===== config.mk =====
export PLATFORM = sky130hd
export DESIGN_NAME = multiplicador_seq_8bits_flat
export DESIGN_NICKNAME = d
export VERILOG_FILES = /design/src/rtl/multiplicador_seq_8bits_pkg.sv /design/src/rtl/multiplicador_seq_8bits_if.sv /design/src/rtl/somador_8bits.sv /design/src/rtl/multiplicador_seq_8bits.sv /design/src/flat_wrapper.sv
export SDC_FILE = /design/constraint.sdc
export NUM_CORES = 1
export LEC_CHECK = 0
export ABC_AREA = 0
export BUFFER_PORTS_ARGS = -buffer_cell sky130_fd_sc_hd__buf_2
export CORE_UTILIZATION = 57
export CTS_BUF_LIST = sky130_fd_sc_hd__clkbuf_8
export DETAILED_ROUTE_END_ITERATION = 7
export PLACE_DENSITY = 0.83
export SLEW_MARGIN = 10
export SYNTH_ARGS = -nofsm -noshare
export SYNTH_HDL_FRONTEND = slang
export SYNTH_HIERARCHICAL = 1
export SYNTH_SLANG_ARGS = --single-unit

===== constraint.sdc =====
create_clock -name clk -period 2.4 [get_ports clk]
set_input_delay 0.12 -clock clk [delete_from_list [all_inputs] [get_ports clk]]
set_output_delay 0.12 -clock clk [all_outputs]
set_load 0.01 [all_outputs]

===== src/rtl/multiplicador_seq_8bits_pkg.sv =====
// rtl/multiplicador_seq_8bits_pkg.sv - shared ULA encodings for the sequential multiplier
// Purpose: FSM state encoding and the iteration count of the shift-and-add loop.
// Optional feature macro: MULT_OVERFLOW_EN (used by the interface and top, not here).
package multiplicador_seq_8bits_pkg;

    typedef enum logic [1:0] {
        ST_OCIOSO  = 2'd0,
        ST_CALCULA = 2'd1,
        ST_FIM     = 2'd2
    } state_t;

    localparam int MULT_ITER = 8;

    // Counter value on which the final iteration happens.
    localparam logic [2:0] CNT_LAST = 3'(MULT_ITER - 1);

endpackage


===== src/rtl/multiplicador_seq_8bits_if.sv =====
// rtl/multiplicador_seq_8bits_if.sv - start/busy/done handshake between ULA top and multiplier
// Signals:
//   start        request from the ULA, sampled only while the multiplier is idle
//   A, B         8-bit multiplicand / multiplier, captured on acceptance
//   P            16-bit registered product
//   busy         high while iterating
//   done         product-valid strobe
//   ovf          |P[15:8], present only when MULT_OVERFLOW_EN is defined
// Modports: master = ULA side, slave = multiplier side.
interface multiplicador_seq_8bits_if;

    logic        start;
    logic [7:0]  A;
    logic [7:0]  B;
    logic [15:0] P;
    logic        busy;
    logic        done;
`ifdef MULT_OVERFLOW_EN
    logic        ovf;
`endif

    modport master (
        output start, A, B,
        input  P, busy, done
`ifdef MULT_OVERFLOW_EN
        , input ovf
`endif
    );

    modport slave (
        input  start, A, B,
        output P, busy, done
`ifdef MULT_OVERFLOW_EN
        , output ovf
`endif
    );

endinterface


===== src/rtl/somador_8bits.sv =====
// rtl/somador_8bits.sv - combinational 8-bit adder with carry-out
// Ports:
//   a, b   8-bit operands
//   s      8-bit sum
//   cout   carry-out
module somador_8bits (
    input  logic [7:0] a,
    input  logic [7:0] b,
    output logic [7:0] s,
    output logic       cout
);

    assign {cout, s} = {1'b0, a} + {1'b0, b};

endmodule


===== src/rtl/multiplicador_seq_8bits.sv =====
// rtl/multiplicador_seq_8bits.sv - sequential 8x8 unsigned shift-and-add multiplier
// Purpose: 8 iterations per operation through a single somador_8bits instance,
//          producing a 16-bit product with a start/busy/done handshake.
// Ports:
//   clk    system clock, rising edge
//   rst    synchronous active-high reset
//   bus    multiplicador_seq_8bits_if.slave (start, A, B, P, busy, done[, ovf])
// Parameters:
//   DONE_HOLD  0: done is a one-cycle pulse; 1: done holds until next accepted start or reset
// Optional feature macro: MULT_OVERFLOW_EN adds registered ovf = |P[15:8].
module multiplicador_seq_8bits
    import multiplicador_seq_8bits_pkg::*;
#(
    parameter bit DONE_HOLD = 1'b0
) (
    input  logic                          clk,
    input  logic                          rst,
    multiplicador_seq_8bits_if.slave      bus
);

    state_t      state_q, state_d;
    logic [7:0]  m_q, m_d;
    logic [7:0]  h_q, h_d;
    logic [7:0]  l_q, l_d;
    logic [2:0]  cnt_q, cnt_d;
    logic [15:0] p_q, p_d;
    logic        done_q, done_d;
`ifdef MULT_OVERFLOW_EN
    logic        ovf_q, ovf_d;
`endif

    logic [7:0]  add_b;
    logic [7:0]  sum;
    logic        carry;

    // Multiplier LSB selects whether the multiplicand is accumulated this step.
    assign add_b = l_q[0] ? m_q : 8'h00;

    somador_8bits u_somador (
        .a    (h_q),
        .b    (add_b),
        .s    (sum),
        .cout (carry)
    );

    always_ff @(posedge clk) begin
        if (rst) begin
            state_q <= ST_OCIOSO;
            m_q     <= '0;
            h_q     <= '0;
            l_q     <= '0;
            cnt_q   <= '0;
            p_q     <= '0;
            done_q  <= 1'b0;
`ifdef MULT_OVERFLOW_EN
            ovf_q   <= 1'b0;
`endif
        end else begin
            state_q <= state_d;
            m_q     <= m_d;
            h_q     <= h_d;
            l_q     <= l_d;
            cnt_q   <= cnt_d;
            p_q     <= p_d;
            done_q  <= done_d;
`ifdef MULT_OVERFLOW_EN
            ovf_q   <= ovf_d;
`endif
        end
    end

    always_comb begin
        state_d = state_q;
        m_d     = m_q;
        h_d     = h_q;
        l_d     = l_q;
        cnt_d   = cnt_q;
        p_d     = p_q;
        done_d  = done_q;
`ifdef MULT_OVERFLOW_EN
        ovf_d   = ovf_q;
`endif
        case (state_q)
            ST_OCIOSO: begin
                if (bus.start) begin
                    m_d     = bus.A;
                    l_d     = bus.B;
                    h_d     = 8'h00;
                    cnt_d   = 3'd0;
                    done_d  = 1'b0;
                    state_d = ST_CALCULA;
                end
            end
            ST_CALCULA: begin
                // The 17-bit {carry, sum, L} shifted right by one: the carry is
                // always absorbed into H, so the product cannot overflow 16 bits.
                h_d   = {carry, sum[7:1]};
                l_d   = {sum[0], l_q[7:1]};
                cnt_d = cnt_q + 3'd1;
                if (cnt_q == CNT_LAST) begin
                    p_d     = {carry, sum[7:1], sum[0], l_q[7:1]};
                    done_d  = 1'b1;
                    state_d = ST_FIM;
`ifdef MULT_OVERFLOW_EN
                    ovf_d   = |{carry, sum[7:1]};
`endif
                end
            end
            ST_FIM: begin
                done_d  = DONE_HOLD;
                state_d = ST_OCIOSO;
            end
            default: begin
                state_d = ST_OCIOSO;
            end
        endcase
    end

    assign bus.P    = p_q;
    assign bus.busy = (state_q == ST_CALCULA);
    assign bus.done = done_q;
`ifdef MULT_OVERFLOW_EN
    assign bus.ovf  = ovf_q;
`endif

endmodule


===== src/flat_wrapper.sv =====
// flat-port wrapper written by rule: the top's interface ports become plain ports
module multiplicador_seq_8bits_flat import multiplicador_seq_8bits_pkg::*;
#(
    parameter bit DONE_HOLD = 1'b0
)
  (clk, rst, bus_start, bus_A, bus_B, bus_P, bus_busy, bus_done);
  multiplicador_seq_8bits_if bus_i ();
  input  logic clk;
  input  logic rst;
  input wire logic [$bits(bus_i.start)-1:0] bus_start;
  input wire logic [$bits(bus_i.A)-1:0] bus_A;
  input wire logic [$bits(bus_i.B)-1:0] bus_B;
  output wire logic [$bits(bus_i.P)-1:0] bus_P;
  output wire logic [$bits(bus_i.busy)-1:0] bus_busy;
  output wire logic [$bits(bus_i.done)-1:0] bus_done;
  assign bus_i.start = bus_start;
  assign bus_i.A = bus_A;
  assign bus_i.B = bus_B;
  assign bus_P = bus_i.P;
  assign bus_busy = bus_i.busy;
  assign bus_done = bus_i.done;
  multiplicador_seq_8bits #(.DONE_HOLD(DONE_HOLD)) u_core (.clk(clk), .rst(rst), .bus(bus_i));
endmodule

* Word-level counts from Yosys, hierarchy flattened
Index checks and enable logic that the tools add are counted.
Widths: inputs -> output; s select.
** Word-level totals
- Input port bits :: 19
- Logic and storage cells :: 35
- Output and inout bits :: 18
- Register bits after elaboration :: 46
** Operators by class
- Multiplexer cells :: 13
- Add/sub/neg operators :: 2
- Reduce and logical (&&, ||, !) cells :: 8
- Equality and inequality tests :: 5
** Operators by type and width (count)
- $pmux 8 s2 :: 2
- $mux 8 :: 3
- $add 8x8->9 :: 1
- $reduce_and 2->1 :: 4
- $pmux 3 s2 :: 1
- $mux 2 :: 2
- $pmux 2 s2 :: 1
- $add 3x1->3 const B :: 1
- $eq 3x3->1 const B :: 1
- $mux 3 :: 1
- $pmux 1 s3 :: 1
- $reduce_and 3->1 :: 1
- $reduce_bool 3->1 :: 1
- $eq 2x1->1 const B :: 1
- $eq 2x2->1 const B :: 1
- $logic_not 2->1 :: 1
- $mux 1 :: 2
- $ne 2x1->1 const B :: 1
- $ne 2x2->1 const B :: 1
- $reduce_bool 2->1 :: 1

* Logic depth before layout (Yosys ltp)
- Depth after elaboration :: 3
- Depth in mapped cells :: 8
- Depth with buffers taken out :: 8

* Cells and area by module
Netlist, hierarchy kept.
** By module, submodules not included
- multiplicador_seq_8bits :: seq. area each 920.9 µm², cells an instance 148, area an instance 1682.9 µm², instances 1
- somador_8bits :: seq. area each 0.0 µm², cells an instance 42, area an instance 324.1 µm², instances 1

* Worst setup path before layout
No wires, ideal clock.
- Kind :: flip-flop to flip-flop
- Start point :: register u_core.l_q[0]
- End point :: register u_core.h_q[7]
- Arrival time :: 1733 ps
- Path slack :: 550 ps
- Path buffers :: 0
- Library setup time :: 117 ps
- Required time :: 2283 ps
- Cell stages (with the launch flop) :: 9
- Cell sequence :: dfxtp_1 and2_1 ha_1 fa_1 a21oi_1 nor2_1 nor2_1 o21ai_0 a22o_1
** Between the ends
- Longest elaborated chain between the ends :: 3
** Ends and longest elaborated chain
- start, declared :: line multiplicador_seq_8bits.sv:24 : logic [7:0] l_q, l_d;
- start signal, assigned :: line multiplicador_seq_8bits.sv:62 : l_q <= l_d;
- $mux 8 :: line multiplicador_seq_8bits.sv:37 : assign add_b = l_q[0] ? m_q : 8'h00;
- named net u_core.add_b[0] :: line multiplicador_seq_8bits.sv:32 : logic [7:0] add_b;
- $add 8x8->9 :: line somador_8bits.sv:13 : assign {cout, s} = {1'b0, a} + {1'b0, b};
- named net u_core.carry :: line multiplicador_seq_8bits.sv:34 : logic carry;
- $pmux 8 s2 :: line multiplicador_seq_8bits.sv:83 : case (state_q)
- end signal, assigned :: line multiplicador_seq_8bits.sv:50 : h_q <= '0;
- end signal, assigned :: line multiplicador_seq_8bits.sv:61 : h_q <= h_d;
- end, declared :: line multiplicador_seq_8bits.sv:23 : logic [7:0] h_q, h_d;
The timed path passes the listed nets, and every way through them passes these cells.
A chain may end at the register's enable or synchronous reset.

* Final worst setup path
- Start point :: register u_core.l_q[0]
- End point :: register u_core.h_q[4]
** Between the ends
- Longest elaborated chain between the ends :: 3
** Ends and longest elaborated chain
- $mux 8 :: line multiplicador_seq_8bits.sv:37
- named net u_core.add_b[2] :: line multiplicador_seq_8bits.sv:32
- $add 8x8->9 :: line somador_8bits.sv:13
- named net u_core.sum[5] :: line multiplicador_seq_8bits.sv:33 : logic [7:0] sum;
- $pmux 8 s2 :: line multiplicador_seq_8bits.sv:83
The timed path passes the listed nets, and every way through them passes these cells.

==> metrics.md <==
| Metric | Value |
|---|---|
| Clock power share | `roughly 33%` |
| Synth warnings | `6` |
| Height of the chip | `around 61 µm` |
| Final setup viols | `0` |
| Ant diodes | `0` |
| Cell Count, Final, Fillers Out | `around 280` |
| Worst R2R Path Depth | `6` |
| Initial antenna violation count | `0` |
| Number of flops mapped to enable cells by yosys | `0` |
| Setup TNS Final | `0 ns` |
| Share of flip-flops with an asynchronous set or reset | `0%` |
| Share of post-route cells with drive strength above 1 | `around a quarter` |
| Setup Crit Path Kind | `flop to flop` |
| Max cap viols | `0` |
| Fmax | `a little under 500 MHz` |
| Leakage | `1.089 nW` |
| Synth cell types | `37` |
| Vias after detailed routing | `about 1,500` |
| Post-place instance area | `2220 µm²` |
| Count of final hold-check violations | `0` |
| Worst EP required | `approximately 2.6 ns` |
| Most used DFF post-synth | `dfxtp_1` |
| DR WL/cell | `14.44 µm` |
| Reg2reg start | `u_core/l_q[0]` |
| Gr usage total | `between 20% and 30%` |
| Setup WS post-layout | `0.3405 ns` |
| DRT Wirelength | `3970 µm` |
| HP Start | `bus_A[5]` |
| DP Worst Slack | `between 0.3 and 0.4 ns` |
| Power per cell area | `~600 nW/µm²` |
| Clock Sinks | `46` |
| Mean area per synthesized cell | `between 10 and 15 µm²` |
| P&R area growth vs syn | `15.09%` |
| Switching share of power | `25.20%` |
| GPL Wtd Cong | `0.7471` |
| Tmin final | `2.060 ns` |
| Met3 GRT Util | `under 10%` |
| Post-route design area | `~2300 µm²` |
| Vias per inst | `roughly 5.5` |
| Maximum vdd ir drop | `around 510 µV` |
| Clk slew on worst S/H paths | `around 0.09 ns` |
| Psw | `0.3562 mW` |
| DRC | `0` |
| Maximum clock path buffer count | `2` |
| Port Buffers | `36` |
| Global-route met1 utilization | `a little under a third` |
| CTS tree | `built` |
| Relative slew margins | `56.91%` |
| # Post-CTS Setup Buffers | `0` |
| Die area | `approximately 3800 µm²` |
| WP data arrival | `between 2 and 2.5 ns` |
| Post-route ant nets | `0` |
| Mapped Area | `approximately 2000 µm²` |
| Inst Count DP | `~270` |
| Vias in the first global route | `~1,500` |
| FF/Latch Area | `around 900 µm²` |
| Total CTS buffers | `5` |
| Fillers | `282` |
| Worst Hold Class | `primary input to flop` |
| Crit. End Element | `flop` |
| Post-CTS Resized | `0` |
| Clock skew | `0.007171 ns` |
| Initial DRC count | `47` |
| Final global-route overflow total | `0` |
| R2R Path End | `u_core/h_q[4]` |
| Final net count | `around 260` |
| Combined area of the multi-input logic cells | `997.2 µm²` |
| Largest net degree at the start of global routing | `23` |
| Period utilization | `between 80% and 90%` |
| Synthesized net count | `220` |
| Hold depth | `3` |
| R2r setup slk | `roughly 0.34 ns` |
| I/O Pins | `37` |
| Sequential Power Share | `between 50 and 60%` |
| Critical path peak fanout | `9` |
| P_int | `1.057 mW` |
| Post-Syn Instances | `between 150 and 200` |
| GRT busiest layer | `met2` |
| Hold_buf cts | `0` |
| Core area | `about 3400 µm²` |
| Routing usage on met2 | `between 40% and 50%` |
| Yosys reg bits | `46` |
| CP startpoint kind | `flop` |
| Length of the first detailed-routing pass in iterations | `4` |
| Initial core utilization | `between 50% and 60%` |
| Worst Max-Slew Pin Slew | `0.6455 ns` |
| Register area share after synthesis | `a little under half` |
| Max-slew violations | `0` |
| Combinational power share | `a little under a tenth` |
| H-tree levels | `2` |
| Die width | `61.34 µm` |
| RSZ-0062 raised after global routing | `no` |
| Worst hold slack | `~0.054 ns` |
| CTS root buffer | `clkbuf_8` |
| Detailed placer's ending HPWL | `2790 µm` |
| Latest clock arrival within the worst-skew pair | `~0.30 ns` |
| First-pass GRT wire length | `6506 µm` |
| Status | `finished clean` |
| Cell Rows | `21` |
| Hold Crit Endpoint | `u_core/m_q[5]` |
==> flip-flops by register name, indices dropped and copies added, names as in the netlist <==
register / cells
u_core/l_q: 8
u_core/h_q: 8
u_core/m_q: 8
u_core/bus.done: 1
u_core/state_q: 2
u_core/bus.P: 16
u_core/cnt_q: 3
==> power groups by stage <==
stage | logic (mW) | registers, mW | clock network [mW]
6_report | 0.132 | 0.815 | 0.466
4_1_cts | 0.133 | 0.814 | 0.475
2_1_floorplan | 0.100 | 0.820 | 0
3_3_place_gp | 0.126 | 0.831 | 0
5_1_grt | 0.145 | 0.819 | 0.507
3_5_place_dp | 0.131 | 0.832 | 0
==> cell type report <==
cell class | count | share of cell area [%]
Multi-Input combinational cell | 128 | 43.17
Sequential cell | 46 | 39.87
Timing Repair Buffer | 42 | 9.751
Clock buffer | 5 | 2.979
Tap cell | 46 | 2.492
Clock inverter | 3 | 0.9209
Inverter | 5 | 0.8126
==> routing by layer <==
metal	wire length, µm	up-vias
met5	0	-
li1	-	767
met4	56	0
met2	1794	43
met1	1938	710
met3	180	6
==> synthesized netlist by cell type (2+ instances only) <==
cell type	instances	area [µm²]
buf_2	5	25.02
nand3_1	2	10.01
nor2_1	20	75.07
clkbuf_1	2	7.510
nand2_1	3	11.26
a311o_1	2	20.02
a211oi_1	8	60.06
nor2b_1	2	12.51
dfxtp_1	46	920.9
buf_4	2	15.01
a21oi_1	6	30.03
a22o_1	26	227.7
xnor2_1	2	17.52
ha_1	10	125.1
buf_6	2	22.52
nor3_1	2	10.01
a21o_1	2	15.01
and2_1	9	56.30
mux2i_1	17	170.2
xor2_1	2	17.52
inv_1	4	15.01
==> per-stage QoR <==
| step | power, mW | utilization, % |
|---|---|---|
| finish | 1.413 | 68.68 |
| global route | 1.471 | 68.68 |
| CTS | 1.422 | 68.68 |
| detailed placement | 0.9633 | 66.00 |
| global placement | 0.9576 | 66.00 |
| floorplan | 0.9204 | - |
==> kinds of logic (layout without fill, tap and decap cells) <==
kind of cell / Yosys count / in the layout / share of synthesized area, %
adders and majority gates: 11 / 11 / 7.232
buffers and inverters: 16 / 55 / 4.426
xor gates and xnor gates: 4 / 4 / 1.746
muxes: 18 / 18 / 9.040
AOI/OAI and AO/OA: 52 / 52 / 20.76
DFF: 46 / 46 / 45.89
and+or+nand+nor: 43 / 43 / 10.91
==> critical path, stage by stage, from the launching register on <==
cell and delay (ns):
dfxtp_1 0.47, and2_1 0.18, ha_1 0.27, a21oi_1 0.28
a21oi_1 0.13, a311o_1 0.39, a22o_1 0.22
==> layout by cell type (no fill, tap or decap) <==
master      instances
nor3b_2             1
a21oi_2             1
xor2_1              2
fa_1                1
a21o_1              2
nor2b_1             2
a311o_1             2
mux2i_1            17
o31ai_1             1
buf_2              36
and2_1              9
a211oi_1            8
clkinv_2            1
a21oi_1             6
clkinv_4            1
o21bai_1            1
a221oi_1            1
o21ba_1             1
a22oi_1             1
nor3b_1             1
nand2_1             3
o21ai_0             1
nor4_1              1
nand3_1             2
dfxtp_1            46
ha_1               10
inv_1               4
buf_4               6
nor2_1             20
a2111oi_0           1
xnor2_1             2
clkinvlp_4          1
and2b_4             1
clkbuf_8            5
nor3_1              2
inv_2               1
a22o_1             26
nand3b_1            1
mux2_2              1
==> worst max path at each step <==
| stage | start | depth (start not counted) | endpoint |
|---|---|---|---|
| 3_5_place_dp | u_core/l_q[0] | 8 | u_core/h_q[7] |
| 5_1_grt | u_core/l_q[0] | 7 | u_core/bus.P[14] |
| 4_1_cts | u_core/l_q[0] | 8 | u_core/h_q[7] |
| 3_3_place_gp | u_core/l_q[0] | 8 | u_core/h_q[7] |
| 6_report | u_core/l_q[0] | 6 | u_core/h_q[4] |
| 2_1_floorplan | u_core/l_q[0] | 8 | u_core/h_q[7] |
No activity file was read; power rests on OpenSTA's default activity.
